==> src/rtl/btn_cond_pkg.sv <==
// Shared types and 50 MHz board defaults for the button/switch conditioner.
// Optional auto-repeat is enabled by defining BTN_COND_REPEAT_EN.
package btn_cond_pkg;

  localparam int unsigned DEF_DEBOUNCE_CYCLES = 50000;
  localparam int unsigned DEF_CNT_W           = 16;
  localparam int unsigned DEF_REPEAT_DELAY    = 25000000;
  localparam int unsigned DEF_REPEAT_PERIOD   = 5000000;
  localparam int unsigned RPT_CNT_W           = 32;

  typedef enum logic [1:0] {
    ST_LOW       = 2'd0,
    ST_RISE_WAIT = 2'd1,
    ST_HIGH      = 2'd2,
    ST_FALL_WAIT = 2'd3
  } btn_state_e;

  // Per-channel conditioned outputs (rel = release, rpt = repeat).
  typedef struct packed {
    logic level;
    logic press;
    logic rel;
    logic rpt;
  } btn_evt_t;

endpackage

==> src/rtl/btn_debounce_ch.sv <==
// One conditioned channel: 2-flop synchronizer, debounce FSM, event pulses.
// BTN_COND_REPEAT_EN adds a per-channel auto-repeat counter.
module btn_debounce_ch
  import btn_cond_pkg::*;
#(
  parameter int unsigned DEBOUNCE_CYCLES = DEF_DEBOUNCE_CYCLES,
  parameter int unsigned CNT_W           = DEF_CNT_W
`ifdef BTN_COND_REPEAT_EN
  ,
  parameter int unsigned REPEAT_DELAY    = DEF_REPEAT_DELAY,
  parameter int unsigned REPEAT_PERIOD   = DEF_REPEAT_PERIOD
`endif
) (
  input  logic     clk,
  input  logic     rst,
  input  logic     raw,
  output btn_evt_t evt
);

  localparam logic [CNT_W-1:0] CNT_LAST = CNT_W'(DEBOUNCE_CYCLES - 32'd1);
  localparam logic [CNT_W-1:0] CNT_ONE  = CNT_W'(1);

  logic             sync1, sync2;
  btn_state_e       state, state_nxt;
  logic [CNT_W-1:0] cnt, cnt_nxt;
  logic             level_q, level_nxt;
  logic             press_q, press_nxt;
  logic             rel_q, rel_nxt;

  // Synchronizer; sync2 is the only raw-derived signal the FSM sees.
  always_ff @(posedge clk or posedge rst) begin
    if (rst) begin
      sync1 <= 1'b0;
      sync2 <= 1'b0;
    end else begin
      sync1 <= raw;
      sync2 <= sync1;
    end
  end

  always_ff @(posedge clk or posedge rst) begin
    if (rst) begin
      state   <= ST_LOW;
      cnt     <= '0;
      level_q <= 1'b0;
      press_q <= 1'b0;
      rel_q   <= 1'b0;
    end else begin
      state   <= state_nxt;
      cnt     <= cnt_nxt;
      level_q <= level_nxt;
      press_q <= press_nxt;
      rel_q   <= rel_nxt;
    end
  end

  // Wait states count consecutive agreeing samples; any disagreement is a glitch.
  always_comb begin
    state_nxt = state;
    cnt_nxt   = cnt;
    level_nxt = level_q;
    press_nxt = 1'b0;
    rel_nxt   = 1'b0;
    case (state)
      ST_LOW: begin
        if (sync2) begin
          state_nxt = ST_RISE_WAIT;
          cnt_nxt   = CNT_ONE;
        end
      end
      ST_RISE_WAIT: begin
        if (!sync2) begin
          state_nxt = ST_LOW;
          cnt_nxt   = '0;
        end else if (cnt == CNT_LAST) begin
          state_nxt = ST_HIGH;
          cnt_nxt   = '0;
          level_nxt = 1'b1;
          press_nxt = 1'b1;
        end else begin
          cnt_nxt = cnt + CNT_ONE;
        end
      end
      ST_HIGH: begin
        if (!sync2) begin
          state_nxt = ST_FALL_WAIT;
          cnt_nxt   = CNT_ONE;
        end
      end
      ST_FALL_WAIT: begin
        if (sync2) begin
          state_nxt = ST_HIGH;
          cnt_nxt   = '0;
        end else if (cnt == CNT_LAST) begin
          state_nxt = ST_LOW;
          cnt_nxt   = '0;
          level_nxt = 1'b0;
          rel_nxt   = 1'b1;
        end else begin
          cnt_nxt = cnt + CNT_ONE;
        end
      end
      default: begin
        state_nxt = ST_LOW;
        cnt_nxt   = '0;
      end
    endcase
  end

`ifdef BTN_COND_REPEAT_EN
  // After firing, reload so the next fire lands REPEAT_PERIOD cycles later.
  localparam logic [RPT_CNT_W-1:0] RPT_FIRE   = RPT_CNT_W'(REPEAT_DELAY - 32'd1);
  localparam logic [RPT_CNT_W-1:0] RPT_RELOAD = RPT_CNT_W'(REPEAT_DELAY - REPEAT_PERIOD);

  logic [RPT_CNT_W-1:0] rpt_cnt, rpt_cnt_nxt;
  logic                 rpt_q, rpt_nxt;
  logic                 held;

  assign held = (state == ST_HIGH) || (state == ST_FALL_WAIT);

  // FALL_WAIT keeps counting so a bounce during hold does not disturb cadence.
  always_comb begin
    rpt_cnt_nxt = rpt_cnt;
    rpt_nxt     = 1'b0;
    if (!held || (state_nxt == ST_LOW)) begin
      rpt_cnt_nxt = '0;
    end else if (rpt_cnt == RPT_FIRE) begin
      rpt_cnt_nxt = RPT_RELOAD;
      rpt_nxt     = 1'b1;
    end else begin
      rpt_cnt_nxt = rpt_cnt + RPT_CNT_W'(1);
    end
  end

  always_ff @(posedge clk or posedge rst) begin
    if (rst) begin
      rpt_cnt <= '0;
      rpt_q   <= 1'b0;
    end else begin
      rpt_cnt <= rpt_cnt_nxt;
      rpt_q   <= rpt_nxt;
    end
  end

  assign evt = '{level: level_q, press: press_q, rel: rel_q, rpt: rpt_q};
`else
  assign evt = '{level: level_q, press: press_q, rel: rel_q, rpt: 1'b0};
`endif

endmodule

==> src/rtl/btn_cond.sv <==
// Conditions btn[3:0] (bits 3:0) and sw[4:0] (bits 8:4) for the stopwatch.
// release/repeat are keywords, hence release_pulse/repeat_pulse; BTN_COND_REPEAT_EN enables repeat.
module btn_cond
  import btn_cond_pkg::*;
#(
  parameter int unsigned N               = 9,
  parameter int unsigned DEBOUNCE_CYCLES = DEF_DEBOUNCE_CYCLES,
  parameter int unsigned CNT_W           = DEF_CNT_W
`ifdef BTN_COND_REPEAT_EN
  ,
  parameter int unsigned REPEAT_DELAY    = DEF_REPEAT_DELAY,
  parameter int unsigned REPEAT_PERIOD   = DEF_REPEAT_PERIOD
`endif
) (
  input  logic         clk,
  input  logic         rst,
  input  logic [N-1:0] raw_in,
  output logic [N-1:0] level,
  output logic [N-1:0] press,
  output logic [N-1:0] release_pulse,
  output logic [N-1:0] repeat_pulse
);

  // Channels are fully independent.
  for (genvar i = 0; i < N; i++) begin : g_ch
    btn_evt_t evt;

    btn_debounce_ch #(
      .DEBOUNCE_CYCLES (DEBOUNCE_CYCLES),
      .CNT_W           (CNT_W)
`ifdef BTN_COND_REPEAT_EN
      ,
      .REPEAT_DELAY    (REPEAT_DELAY),
      .REPEAT_PERIOD   (REPEAT_PERIOD)
`endif
    ) u_ch (
      .clk (clk),
      .rst (rst),
      .raw (raw_in[i]),
      .evt (evt)
    );

    assign level[i]         = evt.level;
    assign press[i]         = evt.press;
    assign release_pulse[i] = evt.rel;
    assign repeat_pulse[i]  = evt.rpt;
  end

endmodule

==> config.mk <==
export PLATFORM = sky130hd
export DESIGN_NAME = btn_cond
export DESIGN_NICKNAME = d
export VERILOG_FILES = /design/src/rtl/btn_cond_pkg.sv /design/src/rtl/btn_debounce_ch.sv /design/src/rtl/btn_cond.sv
export SDC_FILE = /design/constraint.sdc
export NUM_CORES = 1
export LEC_CHECK = 0
export CAP_MARGIN = 20
export CORE_MARGIN = 3
export CORE_UTILIZATION = 60
export CTS_CLUSTER_DIAMETER = 200
export DETAILED_ROUTE_END_ITERATION = 12
export PLACE_DENSITY = 0.79
export RECOVER_POWER = 50
export SKIP_LAST_GASP = 1
export SLEW_MARGIN = 10
export SYNTH_ARGS = -nofsm -noshare
export SYNTH_HDL_FRONTEND = slang
export SYNTH_HIERARCHICAL = 1
export SYNTH_SLANG_ARGS = --single-unit
==> constraint.sdc <==
create_clock -name clk -period 6.4 [get_ports clk]
set_clock_uncertainty 0.1 [all_clocks]
set_input_delay 1.28 -clock clk [delete_from_list [all_inputs] [get_ports clk]]
set_output_delay 1.28 -clock clk [all_outputs]
set_load 0.05 [all_outputs]
* Word level (Yosys, flattened, before mapping)
Index checks and enable logic that the tools add are counted.
** Operators by class
- Add/subtract/negate cells :: 9
- Eq/ne operators :: 108
- Multiplexer cells :: 207
- Reductions and logical operators :: 45
** Operators by type and width (count)
- $mux W16 :: 45
- $pmux W16 S4 :: 9
- $add A16 B1 Y16 const B :: 9
- $eq A16 B16 Y1 const B :: 9
- $mux W2 :: 54
- $mux W1 :: 81
- $ne A2 B1 Y1 const B :: 36
- $pmux W2 S4 :: 9
- $reduce_and A5 Y1 :: 9
- $eq A2 B2 Y1 const B :: 18
- $ne A2 B2 Y1 const B :: 18
- $reduce_and A4 Y1 :: 9
- $ne A3 B1 Y1 const B :: 9
- $ne A3 B3 Y1 const B :: 9
- $eq A2 B1 Y1 const B :: 9
- $logic_not A2 Y1 :: 9
- $pmux W1 S2 :: 9
- $reduce_and A2 Y1 :: 9
- $reduce_bool A2 Y1 :: 9
** Word-level totals
- Output and inout port bits :: 36
- Bits of input ports :: 11
- Word-level logic and storage cells :: 432
- Register bits :: 207

* Depth between registers and ports, before layout
- Depth after elaboration :: 4
- Mapped depth :: 7
- Depth with buffers taken out :: 6

* Modules after synthesis
The synthesis kept the hierarchy.
** Modules (own cells, without submodules)
- btn_debounce_ch at g_ch[1].u_ch ... :: area each 1183.6 um2, seq. area each 575.6 um2, instances 6, cells each 126
- btn_debounce_ch at g_ch[0].u_ch :: area each 1356.3 um2, seq. area each 575.6 um2, instances 1, cells each 131
- btn_debounce_ch at g_ch[7].u_ch :: area each 1322.5 um2, seq. area each 575.6 um2, instances 1, cells each 133
- btn_debounce_ch at g_ch[8].u_ch :: area each 1191.1 um2, seq. area each 575.6 um2, instances 1, cells each 127

* Worst setup path before layout
Ideal clock, no wire load.
- Path kind :: register to register
- From :: reg g_ch[1].u_ch.cnt[0]
- To :: reg g_ch[1].u_ch.cnt[10]
- Library setup time :: 0.083 ns
- Stages on the path, launching flop included :: 8
- Required time :: 6.217 ns
- Arrival :: 1.921 ns
- Slack :: 4.296 ns
- Path buffers :: 1
- Cells stage by stage :: dfrtp_1 ha_1 and3_2 and4_1 or2_1 buf_4 or3_2 o21ai_0
** On the way
- Longest elaborated chain between the ends :: 4
- Elaborated cells between the ends (all ways) :: 6
- Those cells by class :: add/sub: 1; eq/ne: 1; mux: 4
** Ends and longest elaborated chain
- start: declaration :: line btn_debounce_ch.sv:25 : logic [CNT_W-1:0] cnt, cnt_nxt;
- start signal: assignment :: line btn_debounce_ch.sv:50 : cnt <= cnt_nxt;
- $add A16 B1 Y16 or $eq A16 B16 Y1 (tied branches)
- $mux W16 * :: line btn_debounce_ch.sv:75, btn_debounce_ch.sv:94
- $mux W16, on equally long branches :: line btn_debounce_ch.sv:91, btn_debounce_ch.sv:72
- $pmux W16 S4 * :: line btn_debounce_ch.sv:64 : case (state)
Mark *: on every way between the ends. The rest lies on a longest branch, timed or not.
A chain may end at the register's enable or synchronous reset.

* Worst setup path after layout
- From :: reg g_ch[2].u_ch.rel_q
- To :: out release_pulse[2]
** RTL lines
- start: declaration :: line btn_debounce_ch.sv:28 : logic rel_q, rel_nxt;
- start signal: assignment :: line btn_debounce_ch.sv:53 : rel_q <= rel_nxt;
- end: declaration :: line btn_cond.sv:20 : output logic [N-1:0] release_pulse,
No word-level cell between the ends.

==> impl_metrics.toml <==
[status]
status = "completed"

[sta]
post-route-min-period_ps = 3090
setup_viol = 0
drv_slew = 0
max_slew_margin = 0.299
max_freq_mhz = 323
hold_viol = 0
fin_setup_tns_ps = 0
postLayoutSetupSlackWorst_ps = 3310
grt_setup_unrepaired = "false"
worst_pin_slew_ps = 1050
period_share = 0.484

[job]
max_cap_violations = 0

[critical_path]
crit_family = "buffers and inverters"
path_buf_inv = 1
critPathKind = "flop to output port"
path_depth = 1
cp.arrival_ps = 1710
r2r_cells = 6
max_stage_delay_ps = 820
start_kind = "flop"
crit_path_top_delay_cell = "clkdlybuf4s50_1"
r2r_slack_ps = 3650
crit_path_cell_trace = "clkdlybuf4s50_1"
r2r-start = "g_ch[8].u_ch/cnt[0]"
required_ps = 5020
end_kind = "output port"
worst_r2r_endpoint = "g_ch[8].u_ch/cnt[7]"
worst-path-max-fanout = 1

[min_path]
min_to = "g_ch[2].u_ch/sync2"
min_path_type = "flop to flop"
worstHoldStart = "g_ch[2].u_ch/sync1"
holdPathStages = 0

[detailed_routing]
post_drt_wl_per_cell_um = 16.1
drt_iter0_markers = 544
via_per_inst = 6.29
vias = 8631
routed_wl_mm = 22.1
post-route-drc-count = 0
first_pass_iters = 5
ant_nets = 0

[placement]
dp.cells = 1335
io_buffers = 37
gp_congestion = 0.828
placed_cell_area_sq_mm = 0.0111
dp_hpwl_mm = 14.6
dp_worst_setup_slack_ps = 3450

[yosys]
synthCells = 1147
ys.warnings.count = 6
synth_nets = 1167
synth_top_flop_cell = "dfrtp_1"
yosys-top-cells-area = "dfrtp_1, o21ai_0, nand2_1, buf_4, a21oi_1"
synthArstFlopShare = 1.00
synth_top_area_share = 0.472
synth-edff-count = 0
ys_ff_latch = 207
synth_top_cell_by_area = "dfrtp_1"
synth-seq-area-share = 0.472
syn_area_sq_mm = 0.0110
syn_area_per_cell_sq_um = 9.57
ys_types = 72

[floorplanning]
start_util = 0.624
die_area_sq_mm = 0.0199
std_cell_rows = 48
die-height_um = 141
core-area_sq_mm = 0.0176
ios = 47
dieWidth_um = 141

[power_and_ir_drop]
power.leakage_nw = 4.85
internal_power_w = 0.00260
switching_share = 0.354
vdd_drop_max_mv = 0.379
p_total_w = 0.00402
pwr-share-clk = 0.330
pwr-share-seq = 0.405
p_sw_w = 0.00142
comb_power_share = 0.265
powerDensity_mw_per_mm2 = 340

[layout]
layout_commonest_cell = "dfrtp_1"
syn2layout_area_growth_pct = 7.82
final.fill_count = 1378
stdcell_count = 1373
postLayoutCellArea_sq_mm = 0.0118
final_cell_mix = "dfrtp_1, nand2_1, o21ai_0"
drive_gt1_frac = 0.0740
num_antenna_cells = 0
finalNetCount = 1155

[clock_tree]
root_buffer = "clkbuf_16"
clockBufferDepth = 3
cts_tree = "built"
clock-sinks = 207
numCtsBuffers = 23
postCtsHoldBufs = 0
htreeDepth = 1
post-cts-setup-buffers = 0
cts_resized = 0
clkTransAtPathRegs_ps = 60
clk_latency_ps = 510

[global_routing]
antenna_found_initial = 0
grt_pass1_vias = 8269
track_usage = 0.226
grt_overflow = 0
grt_max_degree = 27
grt_pass1_wl_mm = 38.8
[worst max path at each step]
| stage | slack, ps | end | from |
|---|---|---|---|
| floorplan | 4300 | g_ch[1].u_ch/cnt[10] | g_ch[1].u_ch/cnt[0] |
| global placement | 3470 | g_ch[0].u_ch/cnt[3] | rst |
| detailed placement | 3450 | g_ch[8].u_ch/cnt[11] | rst |
| CTS | 3300 | release_pulse[2] | g_ch[2].u_ch/rel_q |
| global route | 3260 | release_pulse[2] | g_ch[2].u_ch/rel_q |
| finish | 3310 | release_pulse[2] | g_ch[2].u_ch/rel_q |
[area by class of cell]
class	count	area, sq um	area share
sequential	207	5180	0.438
clock buffer	31	646	0.0546
timing repair buffer	37	370	0.0313
tap	225	282	0.0238
clock inverter	7	114	0.00962
inverter	41	154	0.0130
multi-input combinational	825	5080	0.430
[cells in the mapped netlist (6+ instances only)]
cell type and number:
nand3_1 51, nor3b_1 20, o211ai_1 6, nor3_1 23, or3_4 7, or3_1 26, a21o_1 18, nand2_1 118
nor4bb_1 12, conb_1 9, a31oi_1 46, o41ai_1 8, a21oi_1 59, buf_2 16, clkbuf_1 9, nor2_1 66
buf_4 43, and4_1 10, o21ai_0 106, or2_1 7, or2_2 7, ha_1 9, or4_1 7, o31ai_1 11
o21a_1 13, xor2_1 15, a22o_1 11, nand4_1 18, or3_2 12, nor4b_1 10, inv_1 41, and3_2 7
nor4_1 30, dfrtp_1 207, mux2_2 7, o22a_1 7, nand4_4 7
[stage by stage]
step                utilization  hold WS [ps]
floorplan                     -           231
global placement          0.632           233
detailed placement        0.632           242
CTS                       0.675           249
global route              0.672           263
finish                    0.672           240
[layer usage]
metal | vias to the layer above | part of all wire | global-route usage
met2 | 211 | 0.47 | 0.363
li1 | 4186 | - | -
met5 | - | 0 | 0
met1 | 4204 | 0.47 | 0.325
met3 | 30 | 0.047 | 0.0363
met4 | 0 | 0.016 | 0.0520
[kinds of logic (layout without fill, tap and decap cells)]
kind of cell / after synthesis / count (layout) / synth area share
AOI/OAI and AO/OA: 310 / 310 / 0.175
xor gates and xnor gates: 18 / 18 / 0.0157
adders and majority gates: 9 / 9 / 0.0103
buffers and inverters: 115 / 116 / 0.0598
DFF: 207 / 207 / 0.472
muxes: 13 / 13 / 0.0130
other: 9 / 9 / 0.00308
and+or+nand+nor: 466 / 466 / 0.251
[power by group through the flow]
stage | logic, W | clock network [W] | registers [W]
finish | 0.00107 | 0.00133 | 0.00163
global route | 0.00121 | 0.00141 | 0.00165
global placement | 0.00103 | 0 | 0.00164
floorplan | 0.000923 | 0 | 0.00158
detailed placement | 0.00106 | 0 | 0.00164
CTS | 0.00107 | 0.00136 | 0.00162
[flip-flops by register name, indices dropped and copies added, names as in the netlist, named ones only]
name	count
g_ch.u_ch/sync2	9
g_ch.u_ch/state	9
g_ch.u_ch/level_q	9
g_ch.u_ch/rel_q	9
g_ch.u_ch/cnt	144
g_ch.u_ch/sync1	9
g_ch.u_ch/press_q	9
Note: power is estimated with default switching activity, not from simulation.
